[src/rtl/pwd_stream_pkg.sv]
// Shared types and defaults for the password character stream.
// Imported by the transmitter and by the checker side of the datapath.
package pwd_stream_pkg;

  localparam int unsigned PWD_CHAR_W  = 8;
  localparam int unsigned PWD_MAX_LEN = 16;

  typedef logic [PWD_CHAR_W-1:0] char_t;

  typedef enum logic [1:0] {
    StIdle,
    StSend,
    StDone
  } state_e;

endpackage

[src/rtl/password_stream_tx_if.sv]
// Valid/ready character stream with an end-of-password flag.
interface password_stream_tx_if #(
  parameter int unsigned CHAR_W = 8
) ();

  logic              out_valid;
  logic [CHAR_W-1:0] out_data;
  logic              out_last;
  logic              out_ready;

  modport master (
    output out_valid,
    output out_data,
    output out_last,
    input  out_ready
  );

  modport slave (
    input  out_valid,
    input  out_data,
    input  out_last,
    output out_ready
  );

endinterface

[src/rtl/pwd_char_buffer.sv]
// Character store: synchronous write port, asynchronous read port.
// Contents are deliberately not reset; only the pointers around it are.
module pwd_char_buffer #(
  parameter int unsigned Depth = 16,
  parameter int unsigned Width = 8
) (
  input  logic                     clk,
  input  logic                     we,
  input  logic [$clog2(Depth)-1:0] waddr,
  input  logic [Width-1:0]         wdata,
  input  logic [$clog2(Depth)-1:0] raddr,
  output logic [Width-1:0]         rdata
);

  logic [Width-1:0] mem [Depth];

  always_ff @(posedge clk) begin
    if (we) begin
      mem[waddr] <= wdata;
    end
  end

  assign rdata = mem[raddr];

endmodule

[src/rtl/password_stream_tx.sv]
// Buffers a password one character at a time, then streams it out on command
// as valid/ready beats with out_last on the final character.
module password_stream_tx
  import pwd_stream_pkg::*;
#(
  parameter int unsigned MAX_LEN = PWD_MAX_LEN,
  parameter int unsigned CHAR_W  = PWD_CHAR_W
) (
  input  logic                         clk,
  input  logic                         rst_n,
  input  logic                         wr_en,
  input  logic [CHAR_W-1:0]            wr_data,
  input  logic                         start,
  output logic                         busy,
  output logic                         done,
  output logic [$clog2(MAX_LEN+1)-1:0] len,
  output logic                         err_overflow,
  output logic                         err_busy,
  password_stream_tx_if.master         out_if
);

  localparam int unsigned LW = $clog2(MAX_LEN + 1);
  localparam int unsigned PW = $clog2(MAX_LEN);

  state_e          state_q;
  logic [LW-1:0]   len_q;
  logic [PW-1:0]   rd_ptr_q;
  logic            err_overflow_q;
  logic            err_busy_q;

  logic            is_idle;
  logic            is_send;
  logic            has_room;
  logic            wr_ok;
  logic            last_beat;
  logic [CHAR_W-1:0] rdata;

  assign is_idle   = (state_q == StIdle);
  assign is_send   = (state_q == StSend);
  assign has_room  = (len_q < LW'(MAX_LEN));
  assign wr_ok     = is_idle && wr_en && has_room;
  assign last_beat = is_send && (LW'(rd_ptr_q) == (len_q - LW'(1)));

  pwd_char_buffer #(
    .Depth (MAX_LEN),
    .Width (CHAR_W)
  ) u_buffer (
    .clk   (clk),
    .we    (wr_ok),
    .waddr (len_q[PW-1:0]),
    .wdata (wr_data),
    .raddr (rd_ptr_q),
    .rdata (rdata)
  );

  always_ff @(posedge clk or negedge rst_n) begin
    if (!rst_n) begin
      state_q        <= StIdle;
      len_q          <= '0;
      rd_ptr_q       <= '0;
      err_overflow_q <= 1'b0;
      err_busy_q     <= 1'b0;
    end else begin
      unique case (state_q)
        StIdle: begin
          if (wr_ok) begin
            len_q <= len_q + LW'(1);
          end
          if (start) begin
            err_overflow_q <= 1'b0;
            err_busy_q     <= 1'b0;
            rd_ptr_q       <= '0;
            // A write landing on the start edge is part of the password.
            state_q        <= ((len_q == '0) && !wr_ok) ? StDone : StSend;
          end
          // A dropped write on the start edge is still reported.
          if (wr_en && !has_room) begin
            err_overflow_q <= 1'b1;
          end
        end
        StSend: begin
          if (out_if.out_ready) begin
            if (last_beat) begin
              state_q <= StDone;
            end else begin
              rd_ptr_q <= rd_ptr_q + PW'(1);
            end
          end
          if (wr_en || start) begin
            err_busy_q <= 1'b1;
          end
        end
        StDone: begin
          len_q   <= '0;
          state_q <= StIdle;
          if (wr_en || start) begin
            err_busy_q <= 1'b1;
          end
        end
        default: state_q <= StIdle;
      endcase
    end
  end

  assign busy         = !is_idle;
  assign done         = (state_q == StDone);
  assign len          = len_q;
  assign err_overflow = err_overflow_q;
  assign err_busy     = err_busy_q;

  assign out_if.out_valid = is_send;
  assign out_if.out_data  = is_send ? rdata : '0;
  assign out_if.out_last  = last_beat;

endmodule

[src/flat_wrapper.sv]
// flat-port wrapper written by rule: the top's interface ports become plain ports
module password_stream_tx_flat import pwd_stream_pkg::*;
#(
  parameter int unsigned MAX_LEN = PWD_MAX_LEN,
  parameter int unsigned CHAR_W  = PWD_CHAR_W
)
  (clk, rst_n, wr_en, wr_data, start, busy, done, len, err_overflow, err_busy, out_if_out_valid, out_if_out_data, out_if_out_last, out_if_out_ready);
  password_stream_tx_if #(.CHAR_W(CHAR_W)) out_if_i ();
  input  logic clk;
  input  logic rst_n;
  input  logic wr_en;
  input  logic [CHAR_W-1:0] wr_data;
  input  logic start;
  output logic busy;
  output logic done;
  output logic [$clog2(MAX_LEN+1)-1:0] len;
  output logic err_overflow;
  output logic err_busy;
  output wire logic [$bits(out_if_i.out_valid)-1:0] out_if_out_valid;
  output wire logic [$bits(out_if_i.out_data)-1:0] out_if_out_data;
  output wire logic [$bits(out_if_i.out_last)-1:0] out_if_out_last;
  input wire logic [$bits(out_if_i.out_ready)-1:0] out_if_out_ready;
  assign out_if_out_valid = out_if_i.out_valid;
  assign out_if_out_data = out_if_i.out_data;
  assign out_if_out_last = out_if_i.out_last;
  assign out_if_i.out_ready = out_if_out_ready;
  password_stream_tx #(.MAX_LEN(MAX_LEN), .CHAR_W(CHAR_W)) u_core (.clk(clk), .rst_n(rst_n), .wr_en(wr_en), .wr_data(wr_data), .start(start), .busy(busy), .done(done), .len(len), .err_overflow(err_overflow), .err_busy(err_busy), .out_if(out_if_i));
endmodule
[config.mk]
export PLATFORM = sky130hd
export DESIGN_NAME = password_stream_tx_flat
export DESIGN_NICKNAME = d
export VERILOG_FILES = /design/src/rtl/pwd_stream_pkg.sv /design/src/rtl/password_stream_tx_if.sv /design/src/rtl/pwd_char_buffer.sv /design/src/rtl/password_stream_tx.sv /design/src/flat_wrapper.sv
export SDC_FILE = /design/constraint.sdc
export NUM_CORES = 1
export LEC_CHECK = 0
export ABC_AREA = 1
export CAP_MARGIN = 20
export CORE_MARGIN = 1.5
export CORE_UTILIZATION = 50
export CTS_BUF_LIST = sky130_fd_sc_hd__clkbuf_2
export DETAILED_ROUTE_END_ITERATION = 16
export GPL_ROUTABILITY_DRIVEN = 1
export MAX_ROUTING_LAYER = met4
export PLACE_DENSITY = 0.71
export SLEW_MARGIN = 25
export SYNTH_ARGS = -nofsm -noshare
export SYNTH_HDL_FRONTEND = slang
export SYNTH_SLANG_ARGS = --single-unit
[constraint.sdc]
create_clock -name clk -period 2.2 [get_ports clk]
set_input_delay 0.55 -clock clk [delete_from_list [all_inputs] [get_ports clk]]
set_output_delay 0.55 -clock clk [all_outputs]
set_load 0.03 [all_outputs]
Word level (Yosys, flattened, before mapping)
Memories as Yosys holds them, arrays and structs flattened.
Cells that the tools add are included.

storage, ports and cells
  register bits after elaboration = 13
  memory bits (writable) = 128
  input bits = 13
  output and inout bits = 19
  memories = 1

memory list
  memory               depth  width  read ports  clocked after Yosys merged registers in  wr ports  line                   RTL
  u_core.u_buffer.mem  16     8      1           0                                        1         pwd_char_buffer.sv:15  logic [Width-1:0] mem [Depth];

cells by class
  add/subtract/negate cells = 3
  order comparisons = 1
  eq/ne operators = 9
  mux-type cells = 18
  reduce and logical (&&, ||, !) cells = 21

operators by type and width
  cell                                                                count
  4-bit 2-to-1 mux                                                    3
  2-bit inequality test, second input constant                        5
  5-bit one-hot mux with 2 select lines                               1
  2-bit 2-to-1 mux                                                    4
  8-bit 2-to-1 mux                                                    1
  4-bit one-hot mux with 2 select lines                               1
  2-bit nonzero test                                                  4
  3-bit AND reduction                                                 2
  5-bit by 1-bit adder with 5-bit output, second input constant       1
  4-bit by 5-bit == test with 1-bit output                            1
  1-bit logical AND                                                   5
  5-bit logical NOT                                                   1
  5-bit less-than comparator, second input constant                   1
  1-bit 2-to-1 mux                                                    5
  5-bit 2-to-1 mux                                                    1
  5-bit by 1-bit subtractor with 5-bit output, second input constant  1
  4-bit by 1-bit adder with 4-bit output, second input constant       1
  2-bit one-hot mux with 2 select lines                               1
  2-bit AND reduction                                                 2
  4-bit AND reduction                                                 1
  1-bit logical NOT                                                   3
  2-bit by 1-bit == test with 1-bit output, second input constant     1
  2-bit == test, second input constant                                1
  2-bit logical NOT                                                   1
  other kinds (4)                                                     4

Depth between registers and ports, before layout
  word-level depth = 8
  gate-level depth with buffers = 12
  depth with buffers taken out = 12

By module
From an unflattened synthesis, not the netlist that was laid out.

unflattened totals
  cells, all modules = 684
  area total of the unflattened synthesis = 6557.5 um^2

by module, submodules not included
  module              instances  cells an instance  area an instance (um^2)  seq. area each (um^2)
  pwd_char_buffer     1          543                5610.4                   3843.7
  password_stream_tx  1          141                947.2                    325.3

Worst setup path before layout
No wires, ideal clock.

  path type = register to output
  from = register u_core.len_q[0] (netlist: u_core.len[0])
  to = output out_if_out_last
  arrival = 1824 ps
  required time = 1650 ps
  path slack = -174 ps
  cell stages (with the launch flop) = 10
  path through = dfrtp_1 inv_1 ha_1 nand2_1 inv_1 nor2_1 nand3_1 nor2_1 nand3_1 inv_1

on the way
  word-level cells in the longest chain between the ends = 3

RTL lines
  element                                      line                      RTL
  start: declaration                           password_stream_tx.sv:26  logic [LW-1:0] len_q;
  start signal: assignment                     password_stream_tx.sv:67  len_q <= len_q + LW'(1);
  5-bit by 1-bit subtractor with 5-bit output  password_stream_tx.sv:42  assign last_beat = is_send && (LW'(rd_ptr_q) == (len_q - LW'(1)));
  4-bit by 5-bit == test with 1-bit output     password_stream_tx.sv:42
  1-bit logical AND                            password_stream_tx.sv:42
  end: declaration                             flat_wrapper.sv:21        output wire logic [$bits(out_if_i.out_last)-1:0] out_if_out_last;

No other way between the ends.

Worst setup path after layout
  from = register u_core.rd_ptr_q[1]
  to = output out_if_out_data[5]

on the way
  word-level cells in the longest chain between the ends = 2

RTL lines
  element                   line                       RTL
  start: declaration        password_stream_tx.sv:27   logic [PW-1:0] rd_ptr_q;
  start signal: assignment  password_stream_tx.sv:86   rd_ptr_q <= rd_ptr_q + PW'(1);
  memory read 16 x 8 bit    n/a
  8-bit 2-to-1 mux          password_stream_tx.sv:112  assign out_if.out_data = is_send ? rdata : '0;
  end: declaration          flat_wrapper.sv:20         output wire logic [$bits(out_if_i.out_data)-1:0] out_if_out_data;

No other way between the ends.

==> summary.md <==
| Metric | Value |
|---|---|
| Antenna violations before repair | 0 |
| Per-instance average area after synthesis | 11.1 um2 |
| Die width | 114 um |
| Worst EP required | 1.65 ns |
| Endpoint of the most critical setup path | out_if_out_data[5] |
| Failing checks | negative setup slack |
| Largest fanout of any net on the critical path | 20 |
| Number of max-slew violations in the final report | 0 |
| Cell area after synthesis | 6150 um2 |
| Layout cells sized above 1 | 21.6% |
| Number of buffers created by CTS | 17 |
| Worst-path clk slew | 0.21 ns |
| Post-layout nets | 656 |
| Origin of the critical flop-to-flop path | u_core.state_q[0] |
| Share of total power in sequential cells | 37.7% |
| Largest net degree at the start of global routing | 27 |
| Final Util | 62.2% |
| Share of total power in combinational logic | 43.1% |
| Total of flip-flops plus latches after synthesis | 141 |
| Worst setup slack for register-to-register paths | 0.18 ns |
| Sequential fraction of the synthesis area | 67.8% |
| Drt first pass iters | 5 |
| Final worst slack | -0.662 ns |
| Number of gates on the worst path with buffers counted | 7 |
| Total Routing Usage GR | 26.4% |
| Power per cell area | 1160 nW/um2 |
| Slowest cell on the critical path | sky130_fd_sc_hd__dfrtp_2 |
| Placer Congestion | 0.869 |
| Sequential cell area in the final layout | 4180 um2 |
| Via count normalized by instance count | 5.84 |
| Core footprint | 12000 um2 |
| Arrival time at the worst endpoint | 2.31 ns |
| Actual transition at the worst max-transition pin | 0.729 ns |
| Max_cap viols | 0 |
| Number of setup violations in the final report | 10 |
| Maximum level of the CTS H-tree | 4 |
| Syn Inst Count | 555 |
| Starting density of the core | 51.2% |
| Portion of synthesized cell area occupied by the leading cell type | 62.5% |
| Dominant cells by area after synthesis | sky130_fd_sc_hd__edfxtp_1 63%, sky130_fd_sc_hd__nor2_1 8.1%, sky130_fd_sc_hd__dfrtp_1 5.3%, sky130_fd_sc_hd__o21ai_0 3.6%, sky130_fd_sc_hd__nand2_1 3.3% |
| Number of inserted filler cells in the final layout | 934 |
| # IOs | 32 |
| Setup crit start kind | flop |
| Min cycle time layout | 2.86 ns |
| Psw | 3290 uW |
| Die Ht | 114 um |
| Number of buffers between clock root and the deepest sink | 2 |
| Most frequent cells in the layout | 128 x sky130_fd_sc_hd__nor2_1, 128 x sky130_fd_sc_hd__edfxtp_1, 53 x sky130_fd_sc_hd__nand2_1 |
| Share of the clock period used by the worst path after layout | 130% |
| Remaining global-route overflow | 0 |
| Crit Path Class | flop to output port |
| Dpl hpwl | 9.30 mm |
| Input/output buffers | 31 |
| Worst r2r path cells | 9 |
| Synth unique cells | 25 |
| IR drop worst, VDD | 0.000852 V |
| Vias | 4634 |
| Final worst clock skew | 0.0364 ns |
| Path category of the worst min-delay check | input port to async pin |
| Combined area of the multi-input logic cells | 1790 um2 |
| Clock tree from TritonCTS | done |
| Worst-skew pair later-pin latency | 0.69 ns |
| Wire length per cell | 20.2 um |
| Cells along the critical path | bufbuf_16 -> nor2_1 -> o21ai_1 -> o211ai_1 -> nand3_1 -> a21oi_1 -> buf_4 |
| Total number of clock tree sinks | 141 |
| Reported leakage power | 0.00279 uW |
| Routed WL | 16.1 mm |
| Violation count after the first detailed-routing iteration | 532 |
| Largest delay contributor family on the critical path | buffers and inverters |
| Status | complete, but fails checks |
| Number of global-route vias before repair | 4408 |
| FF-to-FF End | u_core.u_buffer.mem[7][0] |
| Total Die Area | 13000 um2 |
| Net Sw Frac | 37.8% |
| Beginning of the critical path | u_core.rd_ptr_q[1] |
| Wire length of the first global-routing pass | 24.2 mm |
| Root Buffer | sky130_fd_sc_hd__clkbuf_2 |
| Synthesis-to-layout area growth | 21.5% |
| Setup repair after global routing missed its margin | true |
| Slowest stage delay, CP | 0.51 ns |
| Upper clock frequency limit | 349 MHz |
| Row Count | 40 |
| DRC errors left | 0 |
| Internal power consumption | 5410 uW |
| Rel. slew slack | 51.2% |
| Number of warnings issued by yosys | 0 |
| Synth area leader | sky130_fd_sc_hd__edfxtp_1 |
| Antenna violation net count after detailed routing | 0 |
| Portion of total power attributed to the clock network | 19.1% |
| Final Hold Vio Count | 0 |
| CP Buf/Inv Count | 2 |
| Synthesized Nets | 577 |
| Total negative slack | -5.61 ns |
| Min Hold Slack | 0.214 ns |
| Diode count | 0 |
| Kind of capture point of the worst setup path | output port |
## per-stage QoR
stage / std cells / worst slack, ns / power, uW / area [um2]
floorplan: 555 / -0.0157 / 5320 / 6150
global placement: 744 / 0.0714 / 6170 / 6780
detailed placement: 744 / 0.0369 / 6250 / 6780
CTS: 786 / -0.693 / 8400 / 7320
global route: 794 / -0.781 / 9130 / 7470
finish: 794 / -0.662 / 8700 / 7470
## flip-flops by register name, indices dropped and copies added (netlist names)
register	count
u_core.state_q	2
u_core.len	5
u_core.err_busy	1
u_core.u_buffer.mem	128
u_core.err_overflow	1
u_core.rd_ptr_q	4
## power by group through the flow
| stage | clock network [uW] | registers [uW] | logic (uW) |
|---|---|---|---|
| finish | 1660 | 3280 | 3750 |
| detailed placement | 0 | 3300 | 2950 |
| CTS | 1660 | 3260 | 3470 |
| floorplan | 0 | 3360 | 1960 |
| global placement | 0 | 3290 | 2880 |
| global route | 1780 | 3300 | 4050 |
## synth_stat cells (all sizes together)
master	count
o211ai	17
edfxtp	128
nand2	55
nor2	133
o22ai	1
nand3	36
or2	1
o21ai	71
clkbuf	10
xor2	1
buf	17
a21oi	23
inv	33
ha	9
dfrtp	13
nand4	5
nor3	2
## what timing repair did
item / CTS / global route
gates cloned: 4 / 1
pin swaps: 5 / 7
resized for setup: 63 / 32
setup buffers: 6 / 8
endpoints found under the setup margin: 19 / 16
hold buffers: 0 / 0
## cells by family after synthesis
| logic type | count (synthesis) | synth area share (%) |
|---|---|---|
| and+or+nand+nor | 232 | 15.5 |
| AOI/OAI and AO/OA | 112 | 9.83 |
| DFF | 141 | 67.8 |
| adders and majority gates | 9 | 1.83 |
| xor gates and xnor gates | 1 | 0.142 |
| buffers and inverters | 60 | 4.88 |
## how the worst min path moves through the flow
stage / from / to / cells after the start
after floorplan: rst_n / u_core.err_busy / 0
after global placement: u_core.err_busy / u_core.err_busy / 2
after detailed placement: u_core.err_busy / u_core.err_busy / 2
after CTS: rst_n / u_core.len[3] / 1
after global routing: rst_n / u_core.err_overflow / 1
final: rst_n / u_core.len[3] / 1
## layout make-up
type	count	area share (%)
Clock buffer	19	1.27
Clock inverter	13	2.29
Inverter	33	1.91
Multi-Input combinational cell	354	23.9
Sequential cell	141	55.9
Tap cell	147	2.46
Timing Repair Buffer	87	12.2
## routing by layer
metal / wire length [um] / part of all wire, % / global-route usage [%]
met5: 0 / 0 / -
met2: 7880 / 49 / 40.7
met1: 6500 / 40 / 34.1
met3: 1200 / 7.4 / 5.58
met4: 498 / 3.1 / 11.8
Power figures use the tool's default switching activity.
